$ cat src/rtl/vector_multicycle_controller.sv
// Multicycle controller: scalar fetch/decode/memory/ALU/branch steps plus a one-lane-per-cycle vector loop.
// Latency fetch-to-fetch 2..5 scalar, 2+NLANES vector; no backpressure, advances every clock.
module vector_multicycle_controller #(
    parameter  int NLANES = 4,
    localparam int LANE_W = $clog2(NLANES)
) (
    input  logic              clk,
    input  logic              reset_n,
    input  logic [3:0]        Cond,
    input  logic [1:0]        Op,
    input  logic [7:0]        Funct,
    input  logic [3:0]        Rd,
    input  logic [3:0]        ALUFlags,
    output logic              PCWrite,
    output logic              AdrSrc,
    output logic              MemW,
    output logic              IRWrite,
    output logic              RegSW,
    output logic              RegVW,
    output logic [1:0]        ResultSrc,
    output logic              ALUSrcA,
    output logic [1:0]        ALUSrcB,
    output logic [1:0]        ImmSrc,
    output logic [1:0]        RegSrc,
    output logic [3:0]        ALUControl,
    output logic [LANE_W-1:0] Lane,
    output logic [3:0]        Flags,
    output logic              Illegal
);
    localparam logic [3:0] ALU_ADD = 4'b0000;
    localparam logic [3:0] ALU_SUB = 4'b0001;
    localparam logic [3:0] ALU_AND = 4'b0010;
    localparam logic [3:0] ALU_LSR = 4'b0011;
    localparam logic [3:0] ALU_MUL = 4'b0100;

    typedef enum logic [3:0] {
        FETCH, DECODE, MEMADR, MEMRD, MEMWB, MEMWR, EXECR, EXECI, ALUWB, BRANCH, VEXEC
    } state_t;

    state_t            state, state_nx;
    logic [LANE_W-1:0] lane_cnt;
    logic              vbit, ibit, sbit, last_lane;
    logic [3:0]        cmd;
    logic              n_f, z_f, c_f, v_f, condex, cond_bad, instr_bad;
    logic [3:0]        dp_alu, v_alu;
    logic              dp_ok, dp_arith, dp_nowr, v_ok;
    logic              pcw, irw, memw, regsw, regvw;
    logic              unused_funct;

    assign vbit         = Funct[6];
    assign ibit         = Funct[5];
    assign cmd          = Funct[4:1];
    assign sbit         = Funct[0];
    assign unused_funct = Funct[7];
    assign last_lane    = (lane_cnt == LANE_W'(NLANES - 1));
    assign {n_f, z_f, c_f, v_f} = Flags;
    assign cond_bad     = (Cond == 4'hF);
    assign Lane         = lane_cnt;

    always_comb begin
        dp_alu   = ALU_ADD;
        dp_ok    = 1'b1;
        dp_arith = 1'b0;
        dp_nowr  = 1'b0;
        case (cmd)
            4'b0100: begin dp_alu = ALU_ADD; dp_arith = 1'b1; end
            4'b0010: begin dp_alu = ALU_SUB; dp_arith = 1'b1; end
            4'b0000: dp_alu = ALU_AND;
            4'b1101: dp_alu = ALU_LSR;
            4'b1010: begin dp_alu = ALU_SUB; dp_arith = 1'b1; dp_nowr = 1'b1; end
            default: dp_ok = 1'b0;
        endcase
        v_alu = ALU_ADD;
        v_ok  = 1'b1;
        case (cmd)
            4'b0100: v_alu = ALU_ADD;
            4'b0010: v_alu = ALU_SUB;
            4'b1001: v_alu = ALU_MUL;
            default: v_ok = 1'b0;
        endcase
    end

    always_comb begin
        condex = 1'b0;
        case (Cond)
            4'b0000: condex = z_f;
            4'b0001: condex = !z_f;
            4'b0010: condex = c_f;
            4'b0011: condex = !c_f;
            4'b0100: condex = n_f;
            4'b0101: condex = !n_f;
            4'b0110: condex = v_f;
            4'b0111: condex = !v_f;
            4'b1000: condex = c_f && !z_f;
            4'b1001: condex = !c_f || z_f;
            4'b1010: condex = (n_f == v_f);
            4'b1011: condex = (n_f != v_f);
            4'b1100: condex = !z_f && (n_f == v_f);
            4'b1101: condex = z_f || (n_f != v_f);
            4'b1110: condex = 1'b1;
            default: condex = 1'b0;
        endcase
    end

    assign instr_bad = (Op == 2'b11) || ((Op == 2'b00) && (vbit ? !v_ok : !dp_ok));

    always_ff @(posedge clk or negedge reset_n) begin
        if (!reset_n) begin
            state    <= FETCH;
            lane_cnt <= '0;
            Flags    <= 4'b0000;
        end else begin
            state <= state_nx;
            if (state == VEXEC)
                lane_cnt <= last_lane ? '0 : lane_cnt + LANE_W'(1);
            // Only C and V survive logical ops; NZ always come from the result.
            if (state == ALUWB && sbit && condex)
                Flags <= {ALUFlags[3:2], dp_arith ? ALUFlags[1:0] : Flags[1:0]};
        end
    end

    always_comb begin
        state_nx = FETCH;
        case (state)
            FETCH:  state_nx = DECODE;
            DECODE: begin
                state_nx = FETCH;
                if (condex && !instr_bad) begin
                    case (Op)
                        2'b01:   state_nx = MEMADR;
                        2'b10:   state_nx = BRANCH;
                        2'b00:   state_nx = vbit ? VEXEC : (ibit ? EXECI : EXECR);
                        default: state_nx = FETCH;
                    endcase
                end
            end
            EXECR, EXECI: state_nx = ALUWB;
            MEMADR:       state_nx = sbit ? MEMRD : MEMWR;
            MEMRD:        state_nx = MEMWB;
            VEXEC:        state_nx = last_lane ? FETCH : VEXEC;
            default:      state_nx = FETCH;
        endcase
    end

    always_comb begin
        pcw        = 1'b0;
        irw        = 1'b0;
        memw       = 1'b0;
        regsw      = 1'b0;
        regvw      = 1'b0;
        AdrSrc     = 1'b0;
        ResultSrc  = 2'b00;
        ALUSrcA    = 1'b0;
        ALUSrcB    = 2'b00;
        ALUControl = ALU_ADD;
        ImmSrc     = (Op == 2'b01) ? 2'b01 : ((Op == 2'b10) ? 2'b10 : 2'b00);
        RegSrc     = {(Op == 2'b01) && !sbit, Op == 2'b10};
        Illegal    = 1'b0;
        case (state)
            FETCH: begin
                irw = 1'b1; pcw = 1'b1;
                ALUSrcA = 1'b1; ALUSrcB = 2'b10; ResultSrc = 2'b10;
            end
            DECODE: begin
                ALUSrcA = 1'b1; ALUSrcB = 2'b10; ResultSrc = 2'b10;
                Illegal = cond_bad || (condex && instr_bad);
            end
            EXECR, EXECI: begin
                ALUSrcB = {1'b0, ibit}; ALUControl = dp_alu;
            end
            ALUWB: begin
                ALUSrcB = {1'b0, ibit}; ALUControl = dp_alu;
                regsw = condex && !dp_nowr && (Rd != 4'hF);
                pcw   = condex && !dp_nowr && (Rd == 4'hF);
            end
            MEMADR: ALUSrcB = 2'b01;
            MEMRD:  AdrSrc = 1'b1;
            MEMWB: begin
                ResultSrc = 2'b01;
                regsw = (Rd != 4'hF);
                pcw   = (Rd == 4'hF);
            end
            MEMWR: begin AdrSrc = 1'b1; memw = 1'b1; end
            BRANCH: begin
                ALUSrcB = 2'b01; ResultSrc = 2'b10; pcw = 1'b1;
            end
            VEXEC: begin
                ALUSrcB = {1'b0, ibit}; ResultSrc = 2'b10;
                ALUControl = v_alu; regvw = 1'b1;
            end
            default: ;
        endcase
    end

    // FETCH is the reset state and asserts PC/IR writes, so every enable is masked by reset.
    assign PCWrite = pcw   && reset_n;
    assign IRWrite = irw   && reset_n;
    assign MemW    = memw  && reset_n;
    assign RegSW   = regsw && reset_n;
    assign RegVW   = regvw && reset_n;
endmodule

$ cat config.mk
export PLATFORM = sky130hd
export DESIGN_NAME = vector_multicycle_controller
export DESIGN_NICKNAME = d
export VERILOG_FILES = /design/src/rtl/vector_multicycle_controller.sv
export SDC_FILE = /design/constraint.sdc
export NUM_CORES = 1
export LEC_CHECK = 0
export CAP_MARGIN = 20
export CORE_MARGIN = 4
export CORE_UTILIZATION = 38
export DETAILED_ROUTE_END_ITERATION = 8
export PLACE_DENSITY = 0.76
export SKIP_CTS_REPAIR_TIMING = 1
export SLEW_MARGIN = 20
export SYNTH_ARGS = -nofsm -noshare
export SYNTH_HDL_FRONTEND = slang
export SYNTH_SLANG_ARGS = --single-unit
$ cat constraint.sdc
create_clock -name clk -period 1.89 [get_ports clk]
set_clock_uncertainty 0.2 [all_clocks]
set_input_delay 0.2835 -clock clk [delete_from_list [all_inputs] [get_ports clk]]
set_output_delay 0.2835 -clock clk [all_outputs]
set_load 0.01 [all_outputs]
==> results of run 1 <==
[worst reg2reg max path, delay by kind of cell (launching register included)]
kind / cells / cell delay (ns)
AOI/OAI and AO/OA: 1 / 0.15
buffers and inverters: 1 / 0.17
DFF: 1 / 0.47
muxes: 1 / 0.35
and+or+nand+nor: 4 / 0.80
[cell type report]
type,count,share of cell area (%)
Clock buffer,4,1.457
Inverter,3,0.4523
Multi-Input combinational cell,127,44.47
Sequential cell,10,10.35
Tap cell,31,1.558
Timing Repair Buffer,115,41.71
[flip-flops by register name, summed over array words and instances (netlist names)]
register / count
state: 4
Flags: 4
Lane: 2
[through the flow]
step | setup WS (ns) | instances | power, mW
6_report | -0.8016 | 290 | 2.044
5_1_grt | -0.8506 | 290 | 2.171
4_1_cts | -1.355 | 273 | 1.615
3_5_place_dp | -1.335 | 269 | 1.414
3_3_place_gp | -1.180 | 269 | 1.378
2_1_floorplan | -0.1713 | 150 | 0.8453
[routing by layer]
metal  up-vias  part of all wire, %  wire [um]
li1        764                    -          -
met1       819                   39       2248
met2        97                   51       2970
met3        23                  6.6        381
met4         0                  3.5        204
met5         -                    0          0
[report_power, final]
part	switching (mW)	total [mW]	internal (mW)
Clock	0.0792	0.196	0.117
Combinational	0.639	1.47	0.832
Sequential	0.101	0.377	0.276
[cells in the final DEF, fill, tap and decap left out, types with 3 or more instances in the layout]
cell and n:
a21oi_1 6, and2_4 4, buf_2 7, buf_4 52, buf_6 20, clkbuf_2 3, clkbuf_4 3, clkdlybuf4s50_1 19
dfrtp_1 4, dfrtp_2 6, dlymetal6s2s_1 13, inv_1 3, mux2_4 3, nand2_1 8, nand2b_1 5, nand2b_4 4
nand3_1 5, nand4_1 3, nor2_1 11, nor2_2 3, nor2b_1 5, nor3_1 4, o21ai_1 5, o21ai_2 3
or3_1 4
[logic make-up after synthesis]
group | after synthesis | share of synthesized area [%]
AND/OR/NAND/NOR | 78 | 37.59
multiplexers | 8 | 7.518
other | 1 | 0.3219
AO/OA/AOI/OAI | 35 | 21.91
XOR/XNOR | 4 | 3.008
flip-flops | 10 | 21.48
adder cells (fa/ha/maj) | 1 | 1.074
buffers and inverters | 13 | 7.089
[worst paths after layout]
| path | start | end | depth (start not counted) |
|---|---|---|---|
| setup / recovery | Flags[3] | RegSW | 8 |
| hold / removal | reset_n | state[2] | 2 |
| setup reg to reg | Flags[3] | Flags[0] | 7 |
| hold reg to reg | Lane[1] | Lane[1] | 1 |
| max in group asynchronous | reset_n | Flags[0] | 2 |
| min in group clk | Lane[1] | Lane[1] | 1 |
==> reports/results.tsv, run 1 <==
stage	metric	value	unit
status	status	finished with violations	
status	failing checks	negative setup slack	
clock_network	clock buffer depth	2	
timing	Setup Viol. Count Final	22	
critical_path	Crit. End Element	primary output	
routing	DR vias/cell	5.872	
timing	worst setup margin	-0.8016	ns
global_routing	gr busiest metal	met2	
critical_path	Worst Path Max Fanout	6	
critical_path	CP Class	reg2out	
final_layout	Final nets	285	
floorplanning	num ports	50	
routing	Pre-antenna DRT Iters	4	
final_layout	filler cell count	134	
timing	post-route setup TNS	-5.787	ns
routing	Initial DRC Count	124	
power_and_ir_drop	Lkg Pwr	1.219	nW
floorplanning	Die Ht	63.37	um
final_layout	fraction of layout cells with a size suffix above 1	54.83	%
floorplanning	die area	0.004015	mm2
final_layout	final core utilization	87.28	%
floorplanning	row cnt	19	
routing	DRT antenna net count	0	
global_routing	All-Layer GR Usage	20.36	%
critical_path	Cell Chain, Critical Path	nor3b_4, nor2_2, nor4bb_2, nor4_2, and2_4, buf_6, o41ai_4, buf_2	
synth	register area share after synthesis	21.48	%
clock_network	clock-pin slew on the worst setup and hold paths	0.07	ns
timing	Slew Limit Fails	0	
final_layout	antenna cells	0	
timing	final hold viol count	0	
synth	ys flop type	dfrtp_1	
clock_network	Skew-Pair Late Insertion Delay	0.27	ns
floorplanning	Starting Density	40.83	%
final_layout	multi-input logic area	0.001107	mm2
hold_path	min-delay worst type	in2async	
placed_design	hpwl dp	3319	um
global_routing	initial antenna violation count	0	
synth	Post-synth EDFFs	0	
routing	total number of vias	1703	
run	max_cap viols	0	
routing	routed wire length	5805	um
clock_network	total CTS buffers	3	
placed_design	Cell Area, Placed	0.002044	mm2
synth	ys async rst share	100.0	%
critical_path	Crit path buffers/inverters	2	
synth	synthesis-stage register bit count	10	
critical_path	crit-path max cell delay	0.47	ns
final_layout	area delta synth->final	113.7	%
timing	hold_ws	0.2579	ns
clock_network	H-tree Lvls	1	
timing	crit path time final	2.692	ns
final_layout	final instance area	0.002490	mm2
synth	warnings from Yosys	0	
routing	DR DRC count	0	
critical_path	crit path launch type	flip-flop	
critical_path	Worst Path Required	1.41	ns
global_routing	largest net degree at the start of global routing	12	
power_and_ir_drop	worst vdd ir	0.7384	mV
synth	Syn Inst Count	150	
critical_path	slowest CP cell	dfrtp_2	
synth	Yosys top cell area share	21.48	%
global_routing	gr ovfl total	0	
timing	RSZ-0062 raised after global routing	true	
clock_network	CTS tree	built	
critical_path	Worst R2R Setup Slack	-0.37	ns
global_routing	routing usage on met3	4.440	%
synth	synth cell count leaders	15 x nor2_1, 10 x dfrtp_1, 9 x a21oi_1, 9 x nand2_1, 9 x nand2b_1	
timing	fmax	0.3715	GHz
synth	Synth cell types	50	
synth	Synthesized Nets	175	
final_layout	sequential cell area	257.7	um2
synth	area leader, netlist	dfrtp_1	
global_routing	first-pass GRT wire length	6844	um
placed_design	Port Buffers	47	
timing	period utilisation layout	142.4	%
floorplanning	core footprint	0.002853	mm2
power_and_ir_drop	Pwr Density	820.9	mW/mm2
clock_network	CTS Root Cell	clkbuf_4	
routing	drt wl/cell	20.02	um
global_routing	M2 GR Usage	37.03	%
placed_design	placer congestion estimate	0.8393	
synth	most instantiated library cell after synthesis	nor2_1	
global_routing	met1 Use GR	25.43	%
synth	Synth Cell Area	0.001165	mm2
floorplanning	die span in x	63.37	um
clock_network	CTS Sinks	10	
global_routing	vias in the first global route	1508	
synth	top cells by area, synth	dfrtp_1 21%, nand2b_1 4.8%, nor2_1 4.8%	
critical_path	Top Family by Delay on Critical Path	simple AND/OR/NAND/NOR gates	
critical_path	Worst EP arrival	2.21	ns
synth	Syn Area/Cell	7.766	um2
Note: power is estimated with default switching activity, not from simulation.
==> run 2: changes to the inputs <==
- CORE_ASPECT_RATIO: default -> 1.4
- PLACE_DENSITY: 0.76 -> 0.82
==> reports/results.tsv, run 2 (synthesis gave the netlist of run 1 again) <==
stage	metric	value	unit	change
critical_path	Worst EP arrival	2.11	ns	was 2.21 ns
critical_path	CP Class	reg2out		unchanged
placed_design	Port Buffers	47		unchanged
routing	Initial DRC Count	56		was 124
final_layout	final core utilization	83.43	%	was 87.28%
global_routing	first-pass GRT wire length	6624	um	was 6844 um
routing	DR DRC count	0		unchanged
final_layout	Final nets	284		was 285
global_routing	vias in the first global route	1641		was 1508
critical_path	slowest CP cell	dfrtp_2		unchanged
critical_path	crit-path max cell delay	0.48	ns	was 0.47 ns
placed_design	placer congestion estimate	0.8559		was 0.8393
final_layout	leading cell type in the layout, fill and taps excluded	buf_4		unchanged
routing	DRT antenna net count	0		unchanged
critical_path	reg2reg end	Flags[0]		unchanged
hold_path	Hold Path Stages	1		
routing	met2 wire length	2936	um	was 2970 um
final_layout	antenna cells	0		unchanged
timing	RSZ-0062 raised after global routing	true		unchanged
critical_path	Worst R2R Path Depth	8		was 7
hold_path	min-delay worst type	reg2reg		was in2async
clock_network	CTS tree	built		unchanged
power_and_ir_drop	worst vdd ir	0.7604	mV	was 0.7384 mV
floorplanning	die area	0.004028	mm2	was 0.004015 mm2
global_routing	All-Layer GR Usage	21.72	%	was 20.36%
final_layout	fraction of layout cells with a size suffix above 1	50.78	%	was 54.83%
clock_network	Skew-Pair Late Insertion Delay	0.24	ns	was 0.27 ns
hold_path	hold-critical path endpoint	Lane[1]		
critical_path	Worst Path Required	1.41	ns	about the same
placed_design	hpwl dp	3436	um	was 3319 um
timing	fmax	0.3857	GHz	was 0.3715 GHz
routing	top routing layer in use	met4		unchanged
routing	detailed-routed wire length on met3	247	um	was 381 um
timing	period utilisation layout	137.2	%	was 142.4%
routing	Pre-antenna DRT Iters	4		unchanged
timing	crit path time final	2.593	ns	was 2.692 ns
routing	routed wire length	5200	um	was 5805 um
critical_path	worst r2r src	state[2]		was Flags[3]
clock_network	H-tree Lvls	1		unchanged
clock_network	CTS Root Cell	clkbuf_8		was clkbuf_4
routing	total number of vias	1663		was 1703
floorplanning	die span in x	54.80	um	was 63.37 um
routing	DR vias/cell	5.637		was 5.872
routing	M1 wire length	1831	um	was 2248 um
floorplanning	row cnt	23		was 19
timing	Slew Limit Fails	0		unchanged
global_routing	gr ovfl total	0		unchanged
critical_path	Crit. End Element	primary output		unchanged
critical_path	Worst R2R Setup Slack	-0.32	ns	was -0.37 ns
clock_network	CTS Sinks	10		unchanged
run	max_cap viols	0		unchanged
floorplanning	Starting Density	40.08	%	was 40.83%
clock_network	clock buffer depth	2		unchanged
timing	final hold viol count	0		unchanged
routing	drt wl/cell	17.63	um	was 20.02 um
clock_network	clock-pin slew on the worst setup and hold paths	0.06	ns	was 0.07 ns
floorplanning	Die Ht	73.51	um	was 63.37 um
critical_path	Worst Path Max Fanout	7		was 6
status	failing checks	negative setup slack		unchanged
power_and_ir_drop	Pwr Density	822.1	mW/mm2	was 820.9 mW/mm2
status	status	finished with violations		unchanged
timing	Setup Viol. Count Final	17		was 22
power_and_ir_drop	Total Power	1.993	mW	was 2.044 mW
hold_path	HP Start	Lane[1]		
floorplanning	core footprint	0.002907	mm2	was 0.002853 mm2
floorplanning	num ports	50		unchanged
global_routing	initial antenna violation count	0		unchanged
global_routing	largest net degree at the start of global routing	9		was 12
timing	worst setup margin	-0.7026	ns	was -0.8016 ns
clock_network	total CTS buffers	3		unchanged
final_layout	area delta synth->final	108.2	%	was 113.7%
critical_path	Cell Chain, Critical Path	nor3b_4, nor2_1, nor4bb_1, nor4_2, and2_4, buf_6, o41ai_4, buf_2		was nor3b_4, nor2_2, nor4bb_2, nor4_2, and2_4, buf_6, o41ai_4, buf_2
final_layout	most frequent cells in the layout	54 x buf_4, 18 x clkdlybuf4s50_1, 15 x dlymetal6s2s_1		was 52 x buf_4, 20 x buf_6, 19 x clkdlybuf4s50_1
critical_path	crit path launch type	flip-flop		unchanged
power_and_ir_drop	Lkg Pwr	1.206	nW	was 1.219 nW
run 2: cell types whose count changed in the layout (fill, tap and decap cells not counted), moves of 3 or more:
cell | before | now
clkbuf_2 | 3 | 6
clkbuf_4 | 3 | 0
buf_6 | 20 | 12
dfrtp_1 | 4 | 7
dfrtp_2 | 6 | 3
clkbuf_8 | 1 | 4
run 2: worst max path at each step:
stage	start	end	slack [ns]	cells after the start
after floorplan	Flags[3]	RegSW	-0.17	6
after CTS	Cond[2]	Illegal	-1.38	9
after detailed placement	Cond[2]	Illegal	-1.35	9
after global placement	Cond[2]	Illegal	-1.20	9
after global routing	Flags[3]	RegSW	-0.78	8
final	Flags[3]	RegSW	-0.70	8
run 2: per-stage QoR:
step           instance area, um2  hold slack [ns]  setup slack [ns]  TNS [ns]  cells
5_1_grt                      2425           0.3785           -0.7844    -5.756    295
3_5_place_dp                 2067           0.3403            -1.348    -14.95    277
6_report                     2425           0.3582           -0.7026    -4.635    295
3_3_place_gp                 2067           0.3199            -1.200    -13.22    277
2_1_floorplan                1224          -0.2121           -0.1713   -0.5961    150
4_1_cts                      2122           0.2091            -1.379    -15.06    281
run 2: worst max-delay path, delay by kind of cell (launching register included):
kind	cells	cell delay, ns
compound gates	1	0.18
buf+inv	2	0.30
flops	1	0.48
simple gates	5	0.90
run 2: per-layer routing:
layer  GRT usage (%)  vias to the layer above
met5               0                        -
li1                -                      762
met2           43.82                       75
met4           6.925                        0
met1           20.58                      801
met3           3.245                       25
run 2: final cells by class:
| cell class | instances | area, um2 |
|---|---|---|
| fill | 169 | 481.7 |
| tap | 37 | 46.29 |
| timing repair buffer | 114 | 993.5 |
| multi-input combinational | 127 | 1065 |
| sequential | 10 | 254.0 |
| clock buffer | 4 | 55.05 |
| inverter | 3 | 11.26 |
run 2: where the power goes:
part / internal [mW] / switching [mW] / leakage [nW] / total [mW]
registers: 0.274 / 0.0911 / 0.131 / 0.365
clock network: 0.184 / 0.0989 / 0.0288 / 0.283
logic: 0.746 / 0.600 / 1.05 / 1.35
total: 1.20 / 0.790 / 1.21 / 1.99
